<file path="config.mk">
export PLATFORM = sky130hd
export DESIGN_NAME = mux_select_scanner_flat
export DESIGN_NICKNAME = d
export VERILOG_FILES = /design/src/rtl/mux_select_scanner_if.sv /design/src/rtl/mux_select_scanner.sv /design/src/flat_wrapper.sv
export SDC_FILE = /design/constraint.sdc
export NUM_CORES = 1
export LEC_CHECK = 0
export CAP_MARGIN = 0
export CORE_MARGIN = 2
export CORE_UTILIZATION = 30
export CTS_BUF_LIST = sky130_fd_sc_hd__clkbuf_8
export DETAILED_ROUTE_END_ITERATION = 6
export DONT_BUFFER_PORTS = 1
export RECOVER_POWER = 100
export SLEW_MARGIN = 15
export SYNTH_ARGS = -nofsm -noshare
export SYNTH_HDL_FRONTEND = slang
export SYNTH_SLANG_ARGS = --single-unit
</file>
<file path="constraint.sdc">
create_clock -name clk -period 2.63 [get_ports clk]
set_input_delay 0.263 -clock clk [delete_from_list [all_inputs] [get_ports clk]]
set_output_delay 0.263 -clock clk [all_outputs]
set_load 0.1 [all_outputs]
</file>
<file path="src/rtl/mux_select_scanner_if.sv">
// Handshake/bus bundle between the scan sequencer and its environment.
// The environment (master) drives control and mux_o; the scanner (slave) drives selects and status.
interface mux_select_scanner_if #(
  parameter int DWELL_W = 8,
  parameter int FRAME_W = 8
);
  logic               start;
  logic               stop;
  logic [3:0]         chan_en;
  logic [DWELL_W-1:0] dwell;
  logic               mux_o;
  logic               s1;
  logic               s0;
  logic               sel_valid;
  logic               busy;
  logic [3:0]         sample;
  logic               frame_done;
  logic [FRAME_W-1:0] frame_cnt;
  logic               err;

  modport master (
    output start, stop, chan_en, dwell, mux_o,
    input  s1, s0, sel_valid, busy, sample,
    input  frame_done, frame_cnt, err
  );

  modport slave (
    input  start, stop, chan_en, dwell, mux_o,
    output s1, s0, sel_valid, busy, sample,
    output frame_done, frame_cnt, err
  );
endinterface

</file>
<file path="src/rtl/mux_select_scanner.sv">
// Scans enabled 4:1 mux inputs in ascending order with a programmable dwell,
// capturing the mux output at the end of each channel window.
module mux_select_scanner #(
  parameter int DWELL_W = 8,
  parameter int FRAME_W = 8
) (
  input  logic                  clk,
  input  logic                  rst_n,
  mux_select_scanner_if.slave   bus
);

  typedef enum logic {
    IDLE  = 1'b0,
    DWELL = 1'b1
  } state_t;

  state_t             r_state;
  logic [1:0]         r_sel;
  logic               r_valid;
  logic               r_busy;
  logic [3:0]         r_mask;
  logic [DWELL_W-1:0] r_cnt;
  logic               r_pend;
  logic [3:0]         r_sample;
  logic               r_fd;
  logic [FRAME_W-1:0] r_fcnt;
  logic               r_err;

  logic [DWELL_W-1:0] w_reload;
  logic [3:0]         w_hi;
  logic               w_wrap;
  logic [1:0]         w_nxt;
  logic [1:0]         w_first;
  logic               w_go;
  logic               w_halt;

  function automatic logic [1:0] lsb_idx(input logic [3:0] m);
    logic [1:0] idx;
    idx = 2'd0;
    for (int k = 3; k >= 0; k--)
      if (m[k]) idx = 2'(k);
    return idx;
  endfunction

  // window is max(dwell,1) cycles; counter runs reload..0
  assign w_reload = (bus.dwell == '0) ? '0 : bus.dwell - 1'b1;
  assign w_hi     = r_mask & (4'b1110 << r_sel);
  assign w_wrap   = (w_hi == 4'b0000);
  assign w_nxt    = lsb_idx(w_hi);
  assign w_first  = lsb_idx(bus.chan_en);
  assign w_go     = bus.start && !bus.stop;
  assign w_halt   = (w_wrap && bus.chan_en == 4'b0000)
                    || r_pend || bus.stop;

  always_ff @(posedge clk or negedge rst_n) begin
    if (!rst_n) begin
      r_state  <= IDLE;
      r_sel    <= 2'd0;
      r_valid  <= 1'b0;
      r_busy   <= 1'b0;
      r_mask   <= 4'b0000;
      r_cnt    <= '0;
      r_pend   <= 1'b0;
      r_sample <= 4'b0000;
      r_fd     <= 1'b0;
      r_fcnt   <= '0;
      r_err    <= 1'b0;
    end else begin
      r_fd  <= 1'b0;
      r_err <= 1'b0;
      unique case (r_state)
        IDLE: begin
          if (w_go && bus.chan_en == 4'b0000) begin
            r_err <= 1'b1;
          end else if (w_go) begin
            r_mask  <= bus.chan_en;
            r_cnt   <= w_reload;
            r_sel   <= w_first;
            r_valid <= 1'b1;
            r_busy  <= 1'b1;
            r_pend  <= 1'b0;
            r_state <= DWELL;
          end
        end
        DWELL: begin
          if (bus.stop) r_pend <= 1'b1;
          if (r_cnt != '0) begin
            r_cnt <= r_cnt - 1'b1;
          end else begin
            r_sample[r_sel] <= bus.mux_o;
            if (w_wrap) begin
              r_fd   <= 1'b1;
              r_fcnt <= r_fcnt + 1'b1;
              r_mask <= bus.chan_en;
            end
            // selects keep their last value when the scan halts
            if (w_halt) begin
              r_state <= IDLE;
              r_valid <= 1'b0;
              r_busy  <= 1'b0;
              r_pend  <= 1'b0;
            end else begin
              r_cnt <= w_reload;
              r_sel <= w_wrap ? w_first : w_nxt;
            end
          end
        end
        default: r_state <= IDLE;
      endcase
    end
  end

  assign bus.s1         = r_sel[1];
  assign bus.s0         = r_sel[0];
  assign bus.sel_valid  = r_valid;
  assign bus.busy       = r_busy;
  assign bus.sample     = r_sample;
  assign bus.frame_done = r_fd;
  assign bus.frame_cnt  = r_fcnt;
  assign bus.err        = r_err;

endmodule

</file>
<file path="src/flat_wrapper.sv">
// flat-port wrapper written by rule: the top's interface ports become plain ports
module mux_select_scanner_flat 
#(
  parameter int DWELL_W = 8,
  parameter int FRAME_W = 8
)
  (clk, rst_n, bus_start, bus_stop, bus_chan_en, bus_dwell, bus_mux_o, bus_s1, bus_s0, bus_sel_valid, bus_busy, bus_sample, bus_frame_done, bus_frame_cnt, bus_err);
  mux_select_scanner_if #(.DWELL_W(DWELL_W), .FRAME_W(FRAME_W)) bus_i ();
  input  logic clk;
  input  logic rst_n;
  input wire logic [$bits(bus_i.start)-1:0] bus_start;
  input wire logic [$bits(bus_i.stop)-1:0] bus_stop;
  input wire logic [$bits(bus_i.chan_en)-1:0] bus_chan_en;
  input wire logic [$bits(bus_i.dwell)-1:0] bus_dwell;
  input wire logic [$bits(bus_i.mux_o)-1:0] bus_mux_o;
  output wire logic [$bits(bus_i.s1)-1:0] bus_s1;
  output wire logic [$bits(bus_i.s0)-1:0] bus_s0;
  output wire logic [$bits(bus_i.sel_valid)-1:0] bus_sel_valid;
  output wire logic [$bits(bus_i.busy)-1:0] bus_busy;
  output wire logic [$bits(bus_i.sample)-1:0] bus_sample;
  output wire logic [$bits(bus_i.frame_done)-1:0] bus_frame_done;
  output wire logic [$bits(bus_i.frame_cnt)-1:0] bus_frame_cnt;
  output wire logic [$bits(bus_i.err)-1:0] bus_err;
  assign bus_i.start = bus_start;
  assign bus_i.stop = bus_stop;
  assign bus_i.chan_en = bus_chan_en;
  assign bus_i.dwell = bus_dwell;
  assign bus_i.mux_o = bus_mux_o;
  assign bus_s1 = bus_i.s1;
  assign bus_s0 = bus_i.s0;
  assign bus_sel_valid = bus_i.sel_valid;
  assign bus_busy = bus_i.busy;
  assign bus_sample = bus_i.sample;
  assign bus_frame_done = bus_i.frame_done;
  assign bus_frame_cnt = bus_i.frame_cnt;
  assign bus_err = bus_i.err;
  mux_select_scanner #(.DWELL_W(DWELL_W), .FRAME_W(FRAME_W)) u_core (.clk(clk), .rst_n(rst_n), .bus(bus_i));
endmodule
</file>
==> metrics, run 1 <==
outcome finished, violations left; violated checks max-capacitance violations, max-slew violations; Clock Latency Late Sink 280 ps; fin nets approximately 230; setup_tns 0 ps; Critical Path AT around 2500 ps; vias in the first global route ~1400; Core Area around 6000 um^2; Placement Cell Area roughly 2000 um^2; first-pass GRT wire length around 6700 um; syn avg cell area slightly below 10 um^2; Crit-path slowest cell or4b_1; Max Slew Vio Count 33; final period demand of the worst path between 2000 and 2500 ps; Post-Syn Instances 184; worst vdd ir about 0.16 mV; post-synth top area cell dfrtp_1; synthesized flop and latch total 30; Rows 28; Clk pwr share between 40 and 50%; TritonRoute pass-1 iters 4; Synth top area share between 40% and 50%; initial DRC count between 80 and 90; Data required, critical path roughly 2800 ps; achievable frequency ~0.42 GHz; Primary FF master, synth dfrtp_1; Period Utilization, post-route approximately 90%; TritonCTS clock tree done; Detail Placement HPWL between 3000 and 4000 um; FFs w/ async S/R, synth 100%; dpl ws between 300 and 400 ps; residual DRC count 0; clock buffer depth 2; YS warnings 0; Netlist Area Pre-Place about 1800 um^2; number of max-cap violations 2; Post-synth EDFFs 0; GRT Total Usage between 10% and 20%; Die ar. 6630 um^2; most common cell in the synthesized netlist dfrtp_1; sequential power share 55.0%; fin area slightly above 2000 um^2; post-synthesis sequential area ratio a little over two fifths; Critical Path Source Type register; Rel. slew slack -16.2%; Netlist cell types 51; crit path cell chain inv_1 > ha_1 > or4b_1 > o21ai_4 > o21ai_2 > or2_0 > mux2_2; Ports 35; Starting Density 30.7%; slew of the pin with the lowest slew margin around 1700 ps; Clk pin slew, worst setup/hold paths 70 ps; Final setup viols 0; IO buf count 0; H-tree levels 2; CP max FO 7; drt total wl 4140 um; Die Wd between 80 and 90 um; # clock sinks 30; Setup crit end kind register; P per Cell Area approximately 420 nW/um^2; switching part of the total roughly a quarter; leak pwr 0.847 nW; Inserted Clock Buffers 5; gp weighted congestion 0.880; DR vias between 1000 and 1500; post-CTS resize count 0; worst path bufs/invs 1; via/cell ratio 5.24; delay-heaviest family, CP simple AND/OR/NAND/NOR gates; Clock Tree Root clkbuf_8; Antenna Nets Post-Route 0; switching pwr 0.000200 W; largest net degree at the start of global routing 31; P&R area growth vs syn 12.2%; combinational group share of total power approximately 4.0%; Hold Crit Class input port to register; Layout Skew between 7 and 8 ps; Final Hold Vio Count 0; Wirelength per Cell 14.8 um; synth top area cells dfrtp_1, mux2_2, xnor2_1; crit-path max cell delay around 540 ps; Post-synth top cells dfrtp_1, nor2_1, nand2_1, nand3_1, inv_1; layout cells sized above 1 17.2%; RSZ-0062 raised after global routing false; post-CTS setup buffer count 0; initial antenna violation count 0; GR Overflow Total 0; n_diodes 0; WS Path Type register to register; setup ws final between 200 and 300 ps; syn_nets 205; Int Pwr between 0.0006 and 0.0007 W; Chip Height ~81 um
==> power groups by stage <==
stage / registers [W] / logic (W) / clock network (W)
after global placement: 0.000477 / 0.0000235 / 0
after global routing: 0.000468 / 0.0000389 / 0.000382
after detailed placement: 0.000477 / 0.0000239 / 0
final: 0.000469 / 0.0000341 / 0.000350
after CTS: 0.000468 / 0.0000386 / 0.000358
after floorplan: 0.000477 / 0.0000185 / 0
==> metal layers <==
metal  wire length (um)  GRT usage (%)
met1               1820           16.5
met2               1940           21.0
met3                299           4.40
met4                 85           6.44
met5                  0              0
==> flip-flops by register name (all words and copies together), names as in the netlist, 2 cells and up <==
signal                flops
u_core.r_cnt              8
u_core.r_mask             3
u_core.bus.frame_cnt      8
u_core.r_sel              2
u_core.bus.sample         4
==> layout by cell type (no fill, tap or decap), types with 2 or more instances in the layout <==
cell,count
o21ai_0,6
and3_1,3
buf_4,5
nand4_1,3
nor4_1,2
nor2_1,15
clkbuf_8,5
o21a_1,3
a21oi_1,8
inv_1,10
o32ai_1,2
clkinv_2,2
a22o_2,2
xnor2_1,7
nand3_1,11
dfrtp_1,30
clkbuf_1,11
nand2_1,13
ha_1,4
nand2b_1,2
nor3b_1,2
o31a_1,2
o22ai_1,6
mux2_2,10
nor4b_1,2
nor3_1,9
xor2_1,6
==> area by class of cell <==
class                           instances  area (um^2)
Fill cell                             606         3830
Sequential cell                        30          751
Timing Repair Buffer                   17         88.8
Clock buffer                            5         68.8
Multi-Input combinational cell        140          968
Tap cell                               75         93.8
Inverter                               10         37.5
Clock inverter                          2         10.0
==> worst paths after layout <==
check | start | to | slack [ps] | depth (start not counted)
max | u_core.r_cnt[0]$_DFFE_PN0P_ | u_core.r_cnt[6]$_DFFE_PN0P_ | 250 | 7
min | bus_mux_o | u_core.bus.sample[3]$_DFFE_PN0P_ | 130 | 1
max reg2reg | u_core.r_cnt[0]$_DFFE_PN0P_ | u_core.r_cnt[6]$_DFFE_PN0P_ | 250 | 7
min reg2reg | u_core.bus.frame_cnt[0]$_DFFE_PN0P_ | u_core.bus.frame_cnt[0]$_DFFE_PN0P_ | 520 | 1
max in group asynchronous | rst_n | u_core.r_pend$_DFFE_PN0P_ | 750 | 2
min in group asynchronous | rst_n | u_core.bus.frame_cnt[4]$_DFFE_PN0P_ | 940 | 2
==> worst reg2reg max path, stage by stage (launching register included) <==
cell and delay (ps):
dfrtp_1 400, inv_1 90, ha_1 200, or4b_1 540, o21ai_4 250, o21ai_2 110
or2_0 350, mux2_2 330
==> stage by stage <==
stage	hold WS (ps)	std cells	power, W	util (%)
2_1_floorplan	-32.6	184	0.000496	-
3_3_place_gp	-31.3	270	0.000501	33.8
3_5_place_dp	-31.1	270	0.000501	33.8
4_1_cts	122	279	0.000865	35.7
5_1_grt	117	279	0.000889	34.5
6_report	126	279	0.000852	34.5
==> cells by family after synthesis <==
| logic type | synth area share (%) |
|---|---|
| xor gates and xnor gates | 6.33 |
| and+or+nand+nor | 23.0 |
| muxes | 6.47 |
| AOI/OAI and AO/OA | 16.0 |
| adders and majority gates | 2.78 |
| DFF | 41.8 |
| buffers and inverters | 3.62 |
==> repair_timing <==
item,in CTS,in global routing
hold buffers,2,0
hold endpoints to repair,30,0
setup endpoints to repair,0,0
Power figures use the tool's default switching activity.
==> run 2, diff against run 1 <==
Settings changed: CORE_UTILIZATION 30 to 60, PLACE_DENSITY_LB_ADDON from default to 0.25.
==> run 2 against run 1 <==
  * The flow finishes with violations (design-rule violations, max-capacitance violations, max-slew violations)
  * Cell count down 16%
  * Sequential power about the same
  * Largest power group unchanged
  * Worst setup slack better by 23 ps
==> metrics, run 2 (same netlist as run 1, synthesis figures left out) <==
Worst setup startpoint u_core.r_cnt[0]$_DFFE_PN0P_ (unchanged); Wirelength per Cell 17.0 um (was 14.8 um); Setup crit end kind register (unchanged); sequential power share 50.2% (was 55.0%); setup_tns 0 ps (unchanged); TritonCTS clock tree done (unchanged); GR Overflow Total 0 (unchanged); total power draw 0.000934 W (was 0.000852 W); clock buffer depth 2 (unchanged); Critical Path Source Type register (unchanged); Clock Latency Late Sink 290 ps (was 280 ps); Chip Height 58.7 um (was 81.4 um); Rel. slew slack -16.3% (was -16.2%); layout cells sized above 1 17.2% (about the same); Core Area 2810 um^2 (was 5850 um^2); fin nets 223 (was 225); leak pwr 0.853 nW (was 0.847 nW); largest net degree at the start of global routing 31 (unchanged); via/cell ratio 6.44 (was 5.24); WS Path Type register to register (unchanged); IO buf count 0 (unchanged); post-CTS resize count 0 (unchanged); H-tree levels 2 (unchanged); Inserted Clock Buffers 5 (unchanged); most common cell after layout, fill and taps aside dfrtp_1 (unchanged); Max Slew Vio Count 33 (unchanged); cells on worst reg2reg path 7 (unchanged); RSZ-0062 raised after global routing false (unchanged); Final setup viols 0 (unchanged); Starting Density 64.1% (was 30.7%); combinational group share of total power 3.5% (was 4.0%); utilization after layout 70.7% (was 34.5%); Int Pwr 0.000739 W (was 0.000652 W); DR vias 1508 (was 1462); Clock Tree Root clkbuf_8 (unchanged); n_diodes 0 (unchanged); commonest cells after routing, fill and taps aside dfrtp_1, nor2_1, nand2_1, nand3_1, clkbuf_1 (unchanged); worst vdd ir 0.394 mV (was 0.160 mV); Final Hold Vio Count 0 (unchanged); Critical Path AT 2530 ps (was 2540 ps); drt total wl 3970 um (was 4140 um); violated checks design-rule violations, max-capacitance violations, max-slew violations (was max-capacitance violations, max-slew violations); initial antenna violation count 0 (unchanged); final period demand of the worst path 2350 ps (was 2380 ps); Rows 19 (was 28); Die ar. 3450 um^2 (was 6630 um^2); outcome finished, violations left (unchanged); GRT Total Usage 27.1% (was 13.4%); # clock sinks 30 (unchanged); filler-free cell count of the finished design 234 (was 279); R2R Path End u_core.r_cnt[1]$_DFFE_PN0P_ (was u_core.r_cnt[6]$_DFFE_PN0P_); P&R area growth vs syn 10.4% (was 12.2%); TritonRoute pass-1 iters 7 (was 4); Detail Placement HPWL 3010 um (was 3240 um); Ports 35 (unchanged); P per Cell Area 471 nW/um^2 (was 422 nW/um^2); first-pass GRT wire length 6930 um (was 6710 um); Clk pwr share 46.3% (was 41.0%); Hold Crit Class input port to register (unchanged); number of max-cap violations 2 (unchanged); Data required, critical path 2810 ps (was 2800 ps); Clk pin slew, worst setup/hold paths 60 ps (was 70 ps); gp weighted congestion 0.928 (was 0.880); reg2reg start u_core.r_cnt[0]$_DFFE_PN0P_ (unchanged); Layout Skew 6.25 ps (was 7.41 ps); residual DRC count 5 (was 0); Die Wd 58.7 um (was 81.4 um); switching pwr 0.000195 W (was 0.000200 W); Antenna Nets Post-Route 0 (unchanged); switching part of the total 20.9% (was 23.4%); vias in the first global route 1529 (was 1392); dpl cells 224 (was 270); achievable frequency 0.425 GHz (was 0.421 GHz); Worst setup endpoint u_core.r_cnt[1]$_DFFE_PN0P_ (was u_core.r_cnt[6]$_DFFE_PN0P_); Period Utilization, post-route 89.5% (was 90.3%); slew of the pin with the lowest slew margin 1740 ps (about the same); flop2flop setup slack 280 ps (was 250 ps); CP max FO 7 (unchanged); initial DRC count 142 (was 87)
==> run 2: changes by cell type in the layout (fill, tap and decap cells not counted), sizes merged <==
cell,previous run,this run
clkinv,2,0
buf,5,3
clkbuf,16,19
==> run 2: how the worst min path moves through the flow <==
stage	from	to	slack [ps]	cells past startpoint
finish	bus_mux_o	u_core.bus.sample[3]$_DFFE_PN0P_	120	1
global route	bus_mux_o	u_core.bus.sample[3]$_DFFE_PN0P_	120	1
CTS	bus_mux_o	u_core.bus.sample[3]$_DFFE_PN0P_	120	1
detailed placement	rst_n	u_core.bus.frame_cnt[5]$_DFFE_PN0P_	-30	0
global placement	rst_n	u_core.bus.frame_cnt[5]$_DFFE_PN0P_	-30	0
floorplan	rst_n	u_core.bus.err$_DFF_PN0_	-30	0
==> run 2: power by group through the flow <==
stage / Combinational [W] / Clock [W] / Sequential (W)
2_1_floorplan: 0.0000185 / 0 / 0.000477
3_3_place_gp: 0.0000219 / 0 / 0.000477
3_5_place_dp: 0.0000224 / 0 / 0.000477
4_1_cts: 0.0000365 / 0.000441 / 0.000469
5_1_grt: 0.0000376 / 0.000462 / 0.000468
6_report: 0.0000326 / 0.000433 / 0.000469
==> run 2: worst max-delay path, stage by stage, from the launching register on <==
cell and delay (ps):
dfrtp_1 410, inv_1 90, ha_1 200, or4b_4 510
o21ai_4 230, o21ai_2 110, or2_0 350, o221a_2 340
==> run 2: cell type report <==
cell class                 instances  area, um^2
timing repair buffer              15        73.8
inverter                          10        37.5
tap                               31        38.8
multi-input combinational        140         973
fill                             237         821
sequential                        30         751
clock buffer                       8         110
==> run 2: layer usage <==
layer	share of wire (%)	global-route usage (%)	wire (um)	vias up
li1	-	-	-	707
met4	1.8	11.0	71	0
met5	0	0	0	-
met3	9.5	8.35	378	7
met2	50	44.8	1980	89
met1	39	32.8	1550	705
==> run 2: repair_timing <==
action	4_1_cts	5_1_grt
endpoints found under the hold margin	30	0
buffers inserted	0	0
hold buffers	2	0
==> run 2: metrics by stage <==
| step | area, um^2 | setup slack, ps | hold WS (ps) |
|---|---|---|---|
| 4_1_cts | 2050 | 261 | 121 |
| 5_1_grt | 1980 | 115 | 123 |
| 3_5_place_dp | 1910 | 274 | -31.9 |
| 6_report | 1980 | 277 | 125 |
| 2_1_floorplan | 1800 | 189 | -32.6 |
| 3_3_place_gp | 1910 | 364 | -32.0 |
